File: config.mk
export PLATFORM = sky130hd
export DESIGN_NAME = ucsbece154a_instr_encoder
export DESIGN_NICKNAME = d
export VERILOG_FILES = /design/src/rtl/ucsbece154a_instr_encoder_pkg.sv /design/src/rtl/ucsbece154a_instr_encoder_encode_word.sv /design/src/rtl/ucsbece154a_instr_encoder.sv
export SDC_FILE = /design/constraint.sdc
export NUM_CORES = 1
export LEC_CHECK = 0
export ABC_AREA = 0
export BUFFER_PORTS_ARGS = -buffer_cell sky130_fd_sc_hd__buf_2
export CORE_ASPECT_RATIO = 0.75
export CORE_MARGIN = 1
export CORE_UTILIZATION = 43
export CTS_CLUSTER_DIAMETER = 50
export CTS_CLUSTER_SIZE = 8
export DETAILED_ROUTE_END_ITERATION = 10
export PLACE_DENSITY = 0.82
export SYNTH_ARGS = -nofsm -noshare
export SYNTH_HDL_FRONTEND = slang
export SYNTH_HIERARCHICAL = 1
export SYNTH_SLANG_ARGS = --single-unit
File: constraint.sdc
create_clock -name clk -period 1.85 [get_ports clk]
set_input_delay 0.37 -clock clk [delete_from_list [all_inputs] [get_ports clk]]
set_output_delay 0.37 -clock clk [all_outputs]
set_load 0.05 [all_outputs]
File: src/rtl/ucsbece154a_instr_encoder_pkg.sv
// Shared definitions for the RV32I instruction encoder: descriptor kind and
// ALU codes, opcode constants, funct3/funct7 values and the descriptor struct.
package ucsbece154a_instr_encoder_pkg;

  typedef enum logic [2:0] {
    KIND_LW    = 3'd0,
    KIND_SW    = 3'd1,
    KIND_RTYPE = 3'd2,
    KIND_BEQ   = 3'd3,
    KIND_IALU  = 3'd4,
    KIND_JAL   = 3'd5,
    KIND_LUI   = 3'd6
  } kind_e;

  typedef enum logic [2:0] {
    ALU_ADD = 3'd0,
    ALU_SUB = 3'd1,
    ALU_AND = 3'd2,
    ALU_OR  = 3'd3,
    ALU_SLT = 3'd4
  } alu_e;

  // Opcodes, matching what the main decoder expects
  localparam logic [6:0] instr_lw_op    = 7'b0000011;
  localparam logic [6:0] instr_sw_op    = 7'b0100011;
  localparam logic [6:0] instr_rtype_op = 7'b0110011;
  localparam logic [6:0] instr_beq_op   = 7'b1100011;
  localparam logic [6:0] instr_itype_op = 7'b0010011;
  localparam logic [6:0] instr_jal_op   = 7'b1101111;
  localparam logic [6:0] instr_lui_op   = 7'b0110111;

  localparam logic [2:0] f3_add  = 3'b000;
  localparam logic [2:0] f3_slt  = 3'b010;
  localparam logic [2:0] f3_or   = 3'b110;
  localparam logic [2:0] f3_and  = 3'b111;
  localparam logic [2:0] f3_lwsw = 3'b010;
  localparam logic [2:0] f3_beq  = 3'b000;

  localparam logic [6:0] f7_sub = 7'b0100000;
  localparam logic [6:0] f7_def = 7'b0000000;

  typedef struct packed {
    logic [2:0]  kind;
    logic [2:0]  alu;
    logic [4:0]  rd;
    logic [4:0]  rs1;
    logic [4:0]  rs2;
    logic [31:0] imm;
  } desc_t;

  // funct3 for an ALU selector; caller has already rejected codes >= 5
  function automatic logic [2:0] alu_f3(input logic [2:0] alu);
    case (alu)
      ALU_SLT: alu_f3 = f3_slt;
      ALU_OR:  alu_f3 = f3_or;
      ALU_AND: alu_f3 = f3_and;
      default: alu_f3 = f3_add;
    endcase
  endfunction

endpackage

File: src/rtl/ucsbece154a_instr_encoder_encode_word.sv
// Combinational descriptor-to-machine-word encoder.
// Optional macro UCSBECE154A_IMM_CHECK_EN adds immediate range checking;
// without it immediates are truncated to their fields.
module ucsbece154a_encode_word
  import ucsbece154a_instr_encoder_pkg::*;
(
  input  desc_t       desc,
  output logic [31:0] word,
  output logic        illegal
);

  logic [31:0] imm;
  logic        imm_bad;
  logic        unused_imm;

  assign imm        = desc.imm;
  assign unused_imm = ^imm;

`ifdef UCSBECE154A_IMM_CHECK_EN
  logic signed [31:0] simm;
  assign simm = $signed(imm);

  // Range check against the field each format can hold
  always_comb begin
    imm_bad = 1'b0;
    case (desc.kind)
      KIND_LW, KIND_SW, KIND_IALU:
        imm_bad = (simm < -32'sd2048) || (simm > 32'sd2047);
      KIND_BEQ:
        imm_bad = (simm < -32'sd4096) || (simm > 32'sd4094) || imm[0];
      KIND_JAL:
        imm_bad = (simm < -32'sd1048576) || (simm > 32'sd1048574) || imm[0];
      KIND_LUI:
        imm_bad = (imm[11:0] != 12'd0);
      default: imm_bad = 1'b0;
    endcase
  end
`else
  assign imm_bad = 1'b0;
`endif

  // Build the word per format and flag illegal kind/alu combinations
  always_comb begin
    word    = 32'd0;
    illegal = 1'b0;
    case (desc.kind)
      KIND_LW:
        word = {imm[11:0], desc.rs1, f3_lwsw, desc.rd, instr_lw_op};
      KIND_SW:
        word = {imm[11:5], desc.rs2, desc.rs1, f3_lwsw, imm[4:0], instr_sw_op};
      KIND_RTYPE: begin
        illegal = (desc.alu > ALU_SLT);
        word = {(desc.alu == ALU_SUB) ? f7_sub : f7_def, desc.rs2, desc.rs1,
                alu_f3(desc.alu), desc.rd, instr_rtype_op};
      end
      KIND_IALU: begin
        illegal = (desc.alu > ALU_SLT) || (desc.alu == ALU_SUB);
        word = {imm[11:0], desc.rs1, alu_f3(desc.alu), desc.rd, instr_itype_op};
      end
      KIND_BEQ:
        word = {imm[12], imm[10:5], desc.rs2, desc.rs1, f3_beq,
                imm[4:1], imm[11], instr_beq_op};
      KIND_JAL:
        word = {imm[20], imm[10:1], imm[11], imm[19:12], desc.rd, instr_jal_op};
      KIND_LUI:
        word = {imm[31:12], desc.rd, instr_lui_op};
      default: illegal = 1'b1;
    endcase
    if (imm_bad) illegal = 1'b1;
  end

endmodule

File: src/rtl/ucsbece154a_instr_encoder.sv
// Streams encoded RV32I words into instruction memory, one descriptor per
// cycle while loading. Optional macro UCSBECE154A_IMM_CHECK_EN (in the
// encoder) rejects out-of-range immediates.
module ucsbece154a_instr_encoder
  import ucsbece154a_instr_encoder_pkg::*;
#(
  parameter logic [31:0] BASE_ADDR = 32'h0000_0000,
  parameter int          DEPTH     = 64,
  localparam int         CW        = $clog2(DEPTH+1)
) (
  input  logic          clk,
  input  logic          reset,
  input  logic          start_i,
  input  logic          valid_i,
  output logic          ready_o,
  input  logic          last_i,
  input  logic [2:0]    kind_i,
  input  logic [2:0]    alu_i,
  input  logic [4:0]    rd_i,
  input  logic [4:0]    rs1_i,
  input  logic [4:0]    rs2_i,
  input  logic [31:0]   imm_i,
  output logic          we_o,
  output logic [31:0]   waddr_o,
  output logic [31:0]   wdata_o,
  output logic [CW-1:0] count_o,
  output logic          done_o,
  output logic          err_o
);

  typedef enum logic [1:0] {IDLE, LOAD, DONE} state_e;

  state_e      state;
  desc_t       desc;
  logic [31:0] word;
  logic        illegal;
  logic        accept;
  logic [CW-1:0] count_nxt;

  assign desc      = '{kind: kind_i, alu: alu_i, rd: rd_i, rs1: rs1_i,
                       rs2: rs2_i, imm: imm_i};
  assign accept    = valid_i && (state == LOAD);
  assign count_nxt = count_o + CW'(1);
  assign ready_o   = (state == LOAD);
  assign done_o    = (state == DONE);

  ucsbece154a_encode_word u_enc (
    .desc    (desc),
    .word    (word),
    .illegal (illegal)
  );

  // FSM, word counter and registered write port
  always_ff @(posedge clk) begin
    if (reset) begin
      state   <= IDLE;
      we_o    <= 1'b0;
      waddr_o <= BASE_ADDR;
      wdata_o <= 32'd0;
      count_o <= '0;
      err_o   <= 1'b0;
    end else begin
      we_o <= 1'b0;
      case (state)
        IDLE, DONE: if (start_i) begin
          state   <= LOAD;
          count_o <= '0;
          err_o   <= 1'b0;
        end
        LOAD: if (accept) begin
          if (illegal) begin
            err_o <= 1'b1;
            if (last_i) state <= DONE;
          end else begin
            we_o    <= 1'b1;
            waddr_o <= BASE_ADDR + (32'(count_o) << 2);
            wdata_o <= word;
            count_o <= count_nxt;
            if (last_i || (count_nxt == CW'(DEPTH))) state <= DONE;
          end
        end
        default: state <= IDLE;
      endcase
    end
  end

endmodule

==> reports/qor.csv <==
stage;metric;value;unit
clocking;clkTransAtPathRegs;90;ps
min_path;min_path_type;input pin to flip-flop;
finish;synthToLayoutAreaGrowth;23.37;%
drt;viasPerCell;5.226;
synthesis;yosysTopAreaCellShare;33.50;%
worst_setup_path;r2r_start;count_o[0];
synthesis;yosys-top-cells-count;nand2_1 (93), a21oi_1 (59), dfxtp_1 (50), buf_4 (29), nor2_1 (18);
grt;grt.overflow.total;0;
drt;drt_wl_total;8340;um
worst_setup_path;critical_path.startpoint_type;flip-flop;
drt;first_iter_violations;198;
drt;vias;3094;
worst_setup_path;rr_endpoint;state[0];
worst_setup_path;critPathArrivalTime;1390;ps
timing;setup_slack;87.29;ps
clocking;cts-root-buf;clkbuf_8;
timing;hold_viol_final;0;
synthesis;syn-cell-area;2988;um2
worst_setup_path;crit_required;1480;ps
clocking;clock_path_buffers;2;
timing;setup_viol;0;
finish;final_layout_size_suffix_gt1_share;31.31;%
synthesis;synth-seq-cells;50;
clocking;cts_setup_buffers;0;
outcome;violations;DRC;
worst_setup_path;crit_type;flip-flop to output port;
drt;drc;1;
floorplanning;die_h;74.19;um
place;hpwl;6567;um
synthesis;synth.avg_cell_area;7.451;um2
grt;grt.total_usage;22.91;%
floorplanning;die_x;98.26;um
job;maxCapViolCount;0;
place;port_buffers;107;
clocking;cts_buffers;5;
timing;skew;5.463;ps
synthesis;synth_area_leaders;dfxtp_1 (34%), nand2_1 (12%), a21oi_1 (9.9%);
worst_setup_path;crit_path_end_kind;output port;
timing;drv_slew;0;
grt;grt_max_degree;27;
floorplanning;rows;25;
timing;post-route-period-util;95.28;%
worst_setup_path;reg2regPathDepth;5;
synthesis;yosysWarnings;6;
clocking;clkSinkCount;50;
synthesis;yosysMostFrequentCell;nand2_1;
floorplanning;ios;133;
place;gp_congestion;0.8771;
power_and_ir_drop;leakage;0.001676;uW
grt;grt_pass1_vias;2795;
finish;utilization;56.65;%
outcome;status;finished, violations left;
synthesis;async_reset_ff_share;0;%
min_path;min_to;count_o[0];
floorplanning;core-area;6506;um2
drt;wire_per_inst;14.09;um
floorplanning;die_area;7290;um2
finish;finalNetCount;569;
power_and_ir_drop;p_per_area;657.3;nW/um2
min_path;worstHoldPathCells;2;
clocking;clk_latency;290;ps
floorplanning;start_util;45.92;%
worst_setup_path;rrSetupSlack;190;ps
timing;max_freq;567.3;MHz
synthesis;yosysTopAreaCell;dfxtp_1;
timing;period_minus_slack;1763;ps
grt;grt_first_pass_wirelength;13310;um
finish;antennaDiodeCount;0;
clocking;cts_tree;done;
min_path;hp-start;reset;
worst_setup_path;path_max_fanout;8;
grt;antenna_found_initial;0;
synthesis;ys.flop_type;dfxtp_1;
timing;rsz0062_at_grt;false;
power_and_ir_drop;vdd.ir_drop.worst;375.4;uV
place;dp_slack;-270.3;ps
synthesis;synth-edff-count;0;
drt;antenna_left;0;
synthesis;yosysSeqAreaShare;33.50;%
clocking;cts_max_level;2;
drt;drt_pass1_iterations;11;
synthesis;synth.distinct_cells;52;
synthesis;syn-instance-count;401;
==> logic make-up after synthesis <==
family                     synth area share (%)
and+or+nand+nor                           26.30
adders and majority gates                0.4187
DFF                                       33.50
muxes                                    0.3769
buffers and inverters                     14.53
other                                    0.1255
AOI/OAI and AO/OA                         24.75
==> worst max-delay path by stage <==
stage	startpoint	to	slack, ps	cells after the start
floorplan	kind_i[1]	count_o[6]	10	10
global placement	kind_i[2]	wdata_o[0]	-170	10
detailed placement	kind_i[2]	count_o[3]	-270	10
CTS	kind_i[2]	count_o[3]	40	10
global route	kind_i[2]	wdata_o[19]	0.2	9
finish	state[0]	ready_o	90	2
==> critical path, cell delays in order, from the launching register on <==
cell and delay (ps):
dfxtp_1 520, nor2b_1 270, buf_2 310
==> cells in the final DEF, fill, tap and decap left out, types with 6 or more instances in the layout <==
cell type / instances
clkbuf_8: 6
a21oi_1: 59
nor2b_1: 9
conb_1: 25
o21a_1: 7
buf_2: 107
nand3_1: 14
dfxtp_1: 50
nor2_1: 18
o21ai_1: 10
a22o_1: 9
a22oi_1: 7
buf_4: 23
inv_1: 10
nand2_1: 93
==> power by group <==
part           switching (uW)  internal [uW]
Sequential               20.8           1100
Clock                     353            301
Combinational             438            208
Total                     812           1610
==> flip-flops by register name, summed over array words and instances, names as in the netlist <==
| name | count |
|---|---|
| we_o | 1 |
| count_o | 7 |
| err_o | 1 |
| state | 2 |
| waddr_o | 7 |
| wdata_o | 32 |
==> per-layer routing <==
layer / track usage [%] / share of wire, % / up-vias
met2: 38.26 / 44 / 117
met3: 5.639 / 7.3 / 6
met5: 0 / 0 / -
met1: 30.46 / 48 / 1435
li1: - / - / 1536
met4: 4.975 / 0.61 / 0
==> cell type report <==
| type | count | area (um2) |
|---|---|---|
| fillers | 636 | 2820 |
| clock inverters | 2 | 12.51 |
| flip-flops and latches | 50 | 1001 |
| clock buffers | 6 | 82.58 |
| multi-input cells | 309 | 1663 |
| repair buffers | 134 | 788.3 |
| inverters | 10 | 37.54 |
| well taps | 81 | 101.3 |
==> timing repair <==
item                                    4_1_cts  5_1_grt
resized for setup                             0        2
endpoints found under the setup margin        0       38
hold buffers                                  0        0
==> per-stage QoR <==
step | setup TNS (ps) | power, uW | hold slack (ps) | cells | cell area [um2]
after floorplan | 0 | 1641 | 537.8 | 425 | 3078
after global placement | -6969 | 1776 | 438.9 | 584 | 3576
after detailed placement | -9971 | 1784 | 447.2 | 584 | 3576
after CTS | 0 | 2434 | 385.8 | 592 | 3671
after global routing | 0 | 2532 | 401.4 | 592 | 3686
final | 0 | 2423 | 394.2 | 592 | 3686
No activity file was read; power rests on OpenSTA's default activity.
